## config.mk

```make
export PLATFORM = sky130hd
export DESIGN_NAME = serial_compare_flat
export DESIGN_NICKNAME = d
export VERILOG_FILES = /design/src/rtl/serial_compare_pkg.sv /design/src/rtl/serial_compare_if.sv /design/src/rtl/serial_compare_xnor.sv /design/src/rtl/serial_compare.sv /design/src/flat_wrapper.sv
export SDC_FILE = /design/constraint.sdc
export NUM_CORES = 1
export LEC_CHECK = 0
export ABC_AREA = 1
export CORE_MARGIN = 3
export CORE_UTILIZATION = 42
export CTS_CLUSTER_DIAMETER = 200
export DETAILED_ROUTE_END_ITERATION = 8
export GPL_TIMING_DRIVEN = 0
export PLACE_DENSITY = 0.67
export SKIP_LAST_GASP = 1
export SLEW_MARGIN = 40
export SYNTH_ARGS = -nofsm -noshare
export SYNTH_HDL_FRONTEND = slang
export SYNTH_SLANG_ARGS = --single-unit
```

## constraint.sdc

```tcl
create_clock -name clk -period 2.5 [get_ports clk]
set_input_delay 0.5 -clock clk [delete_from_list [all_inputs] [get_ports clk]]
set_output_delay 0.5 -clock clk [all_outputs]
set_load 0.03 [all_outputs]
```

## src/rtl/serial_compare_pkg.sv

```systemverilog
// serial_compare_pkg
// Shared definitions for the bit-serial branch comparator:
//   - state_t : controller states (IDLE=0, SHIFT=1, DONE=2)
//   - br_t    : branch-condition encoding used downstream of eq/lt
//   - branch_taken() : maps a branch condition plus eq/lt to a taken flag.
//     The signed/unsigned split (BLT vs BLTU) is selected by the is_signed
//     input of the comparator, so LT/LTU share the same lt-based mapping.
package serial_compare_pkg;

  typedef enum logic [1:0] {
    IDLE  = 2'd0,
    SHIFT = 2'd1,
    DONE  = 2'd2
  } state_t;

  typedef enum logic [2:0] {
    BR_EQ  = 3'd0,
    BR_NE  = 3'd1,
    BR_LT  = 3'd2,
    BR_GE  = 3'd3,
    BR_LTU = 3'd4,
    BR_GEU = 3'd5
  } br_t;

  function automatic logic branch_taken(input br_t cond, input logic eq, input logic lt);
    logic taken;
    taken = 1'b0;
    case (cond)
      BR_EQ:          taken = eq;
      BR_NE:          taken = ~eq;
      BR_LT, BR_LTU:  taken = lt;
      BR_GE, BR_GEU:  taken = ~lt;
      default:        taken = 1'b0;
    endcase
    return taken;
  endfunction

endpackage

```

## src/rtl/serial_compare_if.sv

```systemverilog
// serial_compare_if
// Request/result bundle for serial_compare.
//   start, is_signed, a, b : request side (driven by the requester)
//   busy, done, eq, lt     : status/result side (driven by the comparator)
// master: requester view; slave: comparator view.
interface serial_compare_if #(
  parameter int unsigned WIDTH = 32
);

  logic             start;
  logic             is_signed;
  logic [WIDTH-1:0] a;
  logic [WIDTH-1:0] b;
  logic             busy;
  logic             done;
  logic             eq;
  logic             lt;

  modport master (
    output start, is_signed, a, b,
    input  busy, done, eq, lt
  );

  modport slave (
    input  start, is_signed, a, b,
    output busy, done, eq, lt
  );

endinterface

```

## src/rtl/serial_compare_xnor.sv

```systemverilog
// xnorGate
// Two-input XNOR equality cell.
//   a, b : input bits
//   y    : 1 when a == b
module xnorGate (
  input  logic a,
  input  logic b,
  output logic y
);

  assign y = ~(a ^ b);

endmodule

```

## src/rtl/serial_compare.sv

```systemverilog
// serial_compare
// Bit-serial two-word comparator producing eq/lt flags for branch
// resolution. Operands are latched into shift registers on an accepted
// start and consumed LSB first, one bit per clock, through an XNOR cell.
// Ports:
//   clk : rising-edge clock
//   rst : synchronous active-high reset
//   bus : serial_compare_if slave (start/is_signed/a/b in,
//         busy/done/eq/lt out; all outputs registered)
module serial_compare
  import serial_compare_pkg::*;
#(
  parameter int unsigned WIDTH = 32
) (
  input  logic               clk,
  input  logic               rst,
  serial_compare_if.slave    bus
);

  localparam int unsigned CNT_W = (WIDTH > 1) ? $clog2(WIDTH) : 1;
  localparam logic [CNT_W-1:0] LAST_BIT = CNT_W'(WIDTH - 1);

  state_t           state_q, state_d;
  logic [CNT_W-1:0] cnt_q, cnt_d;
  logic [WIDTH-1:0] a_sh_q, a_sh_d;
  logic [WIDTH-1:0] b_sh_q, b_sh_d;
  logic             signed_q, signed_d;
  logic             eq_acc_q, eq_acc_d;
  logic             lt_acc_q, lt_acc_d;
  logic             eq_q, eq_d;
  logic             lt_q, lt_d;
  logic             busy_q, busy_d;
  logic             done_q, done_d;

  logic             bit_eq;
  logic             last_bit;
  logic             lt_bit;

  xnorGate u_xnor (
    .a (a_sh_q[0]),
    .b (b_sh_q[0]),
    .y (bit_eq)
  );

  assign last_bit = (cnt_q == LAST_BIT);

  // A higher bit that differs overrides everything below it; an equal bit
  // keeps the lower-order verdict. For a signed MSB the sign bit weighs
  // negative, so a=1/b=0 means a is the smaller operand.
  always_comb begin
    lt_bit = ~a_sh_q[0] & b_sh_q[0];
    if (last_bit && signed_q) begin
      lt_bit = a_sh_q[0] & ~b_sh_q[0];
    end
  end

  always_comb begin
    state_d  = state_q;
    cnt_d    = cnt_q;
    a_sh_d   = a_sh_q;
    b_sh_d   = b_sh_q;
    signed_d = signed_q;
    eq_acc_d = eq_acc_q;
    lt_acc_d = lt_acc_q;
    eq_d     = eq_q;
    lt_d     = lt_q;

    case (state_q)
      IDLE: begin
        if (bus.start) begin
          a_sh_d   = bus.a;
          b_sh_d   = bus.b;
          signed_d = bus.is_signed;
          cnt_d    = '0;
          eq_acc_d = 1'b1;
          lt_acc_d = 1'b0;
          eq_d     = 1'b0;
          lt_d     = 1'b0;
          state_d  = SHIFT;
        end
      end

      SHIFT: begin
        eq_acc_d = eq_acc_q & bit_eq;
        lt_acc_d = lt_bit | (bit_eq & lt_acc_q);
        a_sh_d   = a_sh_q >> 1;
        b_sh_d   = b_sh_q >> 1;
        if (last_bit) begin
          // Counter holds at the last index rather than wrapping.
          eq_d    = eq_acc_d;
          lt_d    = lt_acc_d;
          state_d = DONE;
        end else begin
          cnt_d = cnt_q + CNT_W'(1);
        end
      end

      DONE: begin
        state_d = IDLE;
      end

      default: begin
        state_d = IDLE;
      end
    endcase

    busy_d = (state_d == SHIFT);
    done_d = (state_d == DONE);
  end

  always_ff @(posedge clk) begin
    if (rst) begin
      state_q  <= IDLE;
      cnt_q    <= '0;
      a_sh_q   <= '0;
      b_sh_q   <= '0;
      signed_q <= 1'b0;
      eq_acc_q <= 1'b0;
      lt_acc_q <= 1'b0;
      eq_q     <= 1'b0;
      lt_q     <= 1'b0;
      busy_q   <= 1'b0;
      done_q   <= 1'b0;
    end else begin
      state_q  <= state_d;
      cnt_q    <= cnt_d;
      a_sh_q   <= a_sh_d;
      b_sh_q   <= b_sh_d;
      signed_q <= signed_d;
      eq_acc_q <= eq_acc_d;
      lt_acc_q <= lt_acc_d;
      eq_q     <= eq_d;
      lt_q     <= lt_d;
      busy_q   <= busy_d;
      done_q   <= done_d;
    end
  end

  assign bus.busy = busy_q;
  assign bus.done = done_q;
  assign bus.eq   = eq_q;
  assign bus.lt   = lt_q;

endmodule
```

## src/flat_wrapper.sv

```systemverilog
// flat-port wrapper written by rule: the top's interface ports become plain ports
module serial_compare_flat import serial_compare_pkg::*;
#(
  parameter int unsigned WIDTH = 32
)
  (clk, rst, bus_start, bus_is_signed, bus_a, bus_b, bus_busy, bus_done, bus_eq, bus_lt);
  serial_compare_if #(.WIDTH(WIDTH)) bus_i ();
  input  logic clk;
  input  logic rst;
  input wire logic [$bits(bus_i.start)-1:0] bus_start;
  input wire logic [$bits(bus_i.is_signed)-1:0] bus_is_signed;
  input wire logic [$bits(bus_i.a)-1:0] bus_a;
  input wire logic [$bits(bus_i.b)-1:0] bus_b;
  output wire logic [$bits(bus_i.busy)-1:0] bus_busy;
  output wire logic [$bits(bus_i.done)-1:0] bus_done;
  output wire logic [$bits(bus_i.eq)-1:0] bus_eq;
  output wire logic [$bits(bus_i.lt)-1:0] bus_lt;
  assign bus_i.start = bus_start;
  assign bus_i.is_signed = bus_is_signed;
  assign bus_i.a = bus_a;
  assign bus_i.b = bus_b;
  assign bus_busy = bus_i.busy;
  assign bus_done = bus_i.done;
  assign bus_eq = bus_i.eq;
  assign bus_lt = bus_i.lt;
  serial_compare #(.WIDTH(WIDTH)) u_core (.clk(clk), .rst(rst), .bus(bus_i));
endmodule
```

==> impl_summary.log, run 1 <==
INFO  metric outcome = completed
INFO  metric critical_path_required = around 2.0 ns
INFO  metric reg2regPathDepth = 8
INFO  metric routedWlPerCell = ~12 µm
INFO  metric vdd_drop_max = ~0.00032 V
INFO  metric pin_count = between 70 and 80
INFO  metric floorplan.initialDensity = 44.0%
INFO  metric drive_above_1_share = under 10%
INFO  metric worst_clock_skew = ~0.012 ns
INFO  metric final-hold-violation-count = 0
INFO  metric synth_enable_flop_cells = 0
INFO  metric global_route.overflow_total = 0
INFO  metric p_per_area = around 570 mW/mm²
INFO  metric final.hold.worst_slack = 0.459 ns
INFO  metric numCtsBuffers = 9
INFO  metric post-synth-top-count-cell = sky130_fd_sc_hd__nand2_1
INFO  metric yosys_most_used_dff = sky130_fd_sc_hd__dfxtp_1
INFO  metric ff_latch_area = between 0.0015 and 0.002 mm²
INFO  metric area_delta_synth_final = 27.3%
INFO  metric yosysTopAreaCell = sky130_fd_sc_hd__dfxtp_1
INFO  metric die_area = between 0.009 and 0.01 mm²
INFO  metric crit_family = buffers and inverters
INFO  metric startpoint = u_core.bus.lt
INFO  metric clk_path_buf_depth = 2
INFO  metric static-leakage-power = roughly 2.2 nW
INFO  metric power.share.sequential = 50.7%
INFO  metric reg2reg_setup_slack = slightly below 0.8 ns
INFO  metric slew_headroom = around two thirds
INFO  metric setup_repair_after_global_routing_missed_its_margin = no
INFO  metric final.setup.tns = 0 ns
INFO  metric post_cts_setup_buffer_count = 0
INFO  metric postRouteWirelength = 9160 µm
INFO  metric timing.rr.end = u_core.bus.eq
INFO  metric destination_of_the_critical_timing_path = bus_lt
INFO  metric synth_cell_type_count = 24
INFO  metric post_cts_hold_buffer_count = 0
INFO  metric critical_path.endpoint_type = primary output
INFO  metric detailed_route_via_count = about 3600
INFO  metric internal_power = around 1.9 mW
INFO  metric routabilityCongestion = roughly 0.80
INFO  metric crit_share_post_route = 76.1%
INFO  metric max_stage_delay = roughly 0.69 ns
INFO  metric dpl.hpwl = 6510 µm
INFO  metric fin_ws = roughly 0.60 ns
INFO  metric die_height = approximately 100 µm
INFO  metric net-switching-power = roughly 760 µW
INFO  metric portion_of_synthesized_cell_area_occupied_by_the_leading_cell_type = a little over two fifths
INFO  metric via_count_of_the_first_global_routing_pass = about 3300
INFO  metric worst_hold_path_type = input port to flip-flop
INFO  metric number_of_antenna_violations_at_the_first_check_in_global_routing = 0
INFO  metric numClockSinks = just under 80
INFO  metric combPwrFrac = 17.5%
INFO  metric ant_nets = 0
INFO  metric clock_tree.root_cell = sky130_fd_sc_hd__clkbuf_8
INFO  metric synth_async_sr_flop_share = 0%
INFO  metric max_slew.worst_pin.slew = 0.523 ns
INFO  metric route.detailed.drc = 0
INFO  metric setup_viol = 0
INFO  metric fin_util = between 50% and 60%
INFO  metric post-route-min-period = 1.90 ns
INFO  metric crit_path_cell_trace = clkdlybuf4s50_1
INFO  metric multi_input_area = around 0.0017 mm²
INFO  metric antenna_cells = 0
INFO  metric cts_tree = yes
INFO  metric synth_seq_cells = 78
INFO  metric drt_iter0_markers = approximately 130
INFO  metric placeableCoreArea = around 0.0084 mm²
INFO  metric mappedNetlistNets = 641
INFO  metric synth.top_cells.by_area = sky130_fd_sc_hd__dfxtp_1, sky130_fd_sc_hd__nand2_1, sky130_fd_sc_hd__nor2_1, sky130_fd_sc_hd__inv_1, sky130_fd_sc_hd__nand3_1
INFO  metric crit_fanout = 2
INFO  metric core.rowCount = 33
INFO  metric critPathBufInv = 1
INFO  metric number_of_iterations_in_the_first_detailed_routing_pass = 5
INFO  metric detail_route.vias_per_cell = between 4 and 5
INFO  metric yosys-top-cells-count = sky130_fd_sc_hd__nand2_1, sky130_fd_sc_hd__nor2_1, sky130_fd_sc_hd__dfxtp_1
INFO  metric die_x = between 90 and 100 µm
INFO  metric first_pass_grt_wire_length = between 15000 and 20000 µm
INFO  metric clkLatencyLatePin = 0.36 ns
INFO  metric power_switching_share = between 20% and 30%
INFO  metric preCtsSetupSlack = 0.486 ns
INFO  metric max_cap_violations = 0
INFO  metric synth.avg_cell_area = 6.49 µm²
INFO  metric cp_slowest_cell = sky130_fd_sc_hd__clkdlybuf4s50_1
INFO  metric share_clk_of_total_power = 31.8%
INFO  metric cts-resized-gates = 0
INFO  metric buffers_on_ports = 70
INFO  metric globalRouteTotalUtil = between 10% and 20%
INFO  metric postSynthCellCount = around 570
INFO  metric timing.critical_path.from_type = flip-flop
INFO  metric synth.cell_area = approximately 0.0037 mm²
INFO  metric layout.filler_cells = approximately 870
INFO  metric crit_type = flip-flop to primary output
INFO  metric ys_warn_count = 0
INFO  metric cp.depth = 1
INFO  metric final_cell_count_no_fill = 759
INFO  metric worst_ep_arrival_time = 1.40 ns
INFO  metric report.final.slew_viol_count = 0
INFO  metric clk_pin_slew_worst_paths = approximately 0.08 ns
INFO  metric place_inst = 743
INFO  metric grt_max_degree = 14
INFO  metric synth.yosys.seq_area_share = between 40% and 50%
INFO  metric layout.nets = approximately 720
INFO  metric timing.fmax = 526 MHz
INFO  metric critical_path.reg2reg.startpoint = u_core.cnt_q[0]
INFO  metric clock_tree.htree_level_count = 3
==> cell usage in the layout (no fill, tap or decap), drive strengths merged <==
cell,instances
a21oi,24
o21ai,35
buf,23
clkbuf,16
nand3b,1
nor2,87
nand2,207
clkinvlp,3
o21a,1
a211oi,1
inv,70
clkdlybuf4s50,70
nand3,29
ha,5
dfxtp,78
nor3,1
clkinv,3
==> power groups by stage <==
| stage | Combinational [mW] | Sequential (mW) | Clock, mW |
|---|---|---|---|
| after CTS | 0.475 | 1.36 | 0.873 |
| final | 0.471 | 1.36 | 0.853 |
| after detailed placement | 0.471 | 1.39 | 0 |
| after global placement | 0.464 | 1.39 | 0 |
| after floorplan | 0.274 | 1.39 | 0 |
| after global routing | 0.534 | 1.37 | 0.928 |
==> sequential cells by signal (all words and copies together) (netlist names), 2 cells and up <==
name	flops
u_core.state_q	2
u_core.cnt_q	5
u_core.b_sh_q	32
u_core.a_sh_q	32
==> cell families after synthesis <==
family / after synthesis / share of synthesized area [%]
compound gates: 61 / 8.56
fa+ha+maj: 5 / 1.70
buf+inv: 99 / 12.3
flops: 78 / 42.4
simple gates: 325 / 35.1
==> through the flow <==
stage / instance area, µm² / power, mW
finish: 4690 / 2.68
global route: 4690 / 2.83
CTS: 4690 / 2.71
detailed placement: 4520 / 1.86
global placement: 4520 / 1.85
floorplan: 3680 / 1.66
==> layout make-up <==
| type | count | share of cell area, % |
|---|---|---|
| Clock buffer | 10 | 2.93 |
| Tap cell | 105 | 2.80 |
| Multi-Input combinational cell | 391 | 35.6 |
| Sequential cell | 78 | 33.3 |
| Timing Repair Buffer | 70 | 14.9 |
| Inverter | 70 | 5.65 |
| Clock inverter | 6 | 0.800 |
| Buffer | 29 | 3.97 |
==> per-layer routing <==
layer | routed length (µm) | track usage (%) | share of wire (%)
met3 | 529 | 3.16 | 5.8
met4 | 143 | 7.14 | 1.6
met2 | 4120 | 31.6 | 45
met1 | 4370 | 25.5 | 48
met5 | 0 | 0 | 0
==> worst min-delay path by stage <==
stage               depth (start not counted)                 to  slack [ns]         startpoint
floorplan                                   2  u_core.a_sh_q[31]        0.44  u_core.a_sh_q[31]
global placement                            2  u_core.a_sh_q[31]        0.45  u_core.a_sh_q[31]
detailed placement                          2  u_core.a_sh_q[31]        0.46  u_core.a_sh_q[31]
CTS                                         2  u_core.b_sh_q[31]        0.46                rst
global route                                2  u_core.b_sh_q[31]        0.47                rst
finish                                      2  u_core.b_sh_q[31]        0.46                rst
No activity file was read; power rests on OpenSTA's default activity.
==> inputs of run 2 (changes only) <==
==> constraint.sdc (replaced) <==
create_clock -name clk -period 2 [get_ports clk]
set_input_delay 0.4 -clock clk [delete_from_list [all_inputs] [get_ports clk]]
set_output_delay 0.4 -clock clk [all_outputs]
set_load 0.03 [all_outputs]
==> results of run 2 <==
Same layout as run 1 (identical final DEF). Status: completed.
Among the figures that moved: setup slack after placement 0.486 ns -> 0.0859 ns; setup slack after layout 0.597 ns -> 0.197 ns; hold slack 0.459 ns -> 0.359 ns; register-to-register setup slack 0.79 ns -> 0.29 ns; total power 2.68 mW -> 3.36 mW; worst IR drop on VDD 0.000317 V -> 0.000397 V
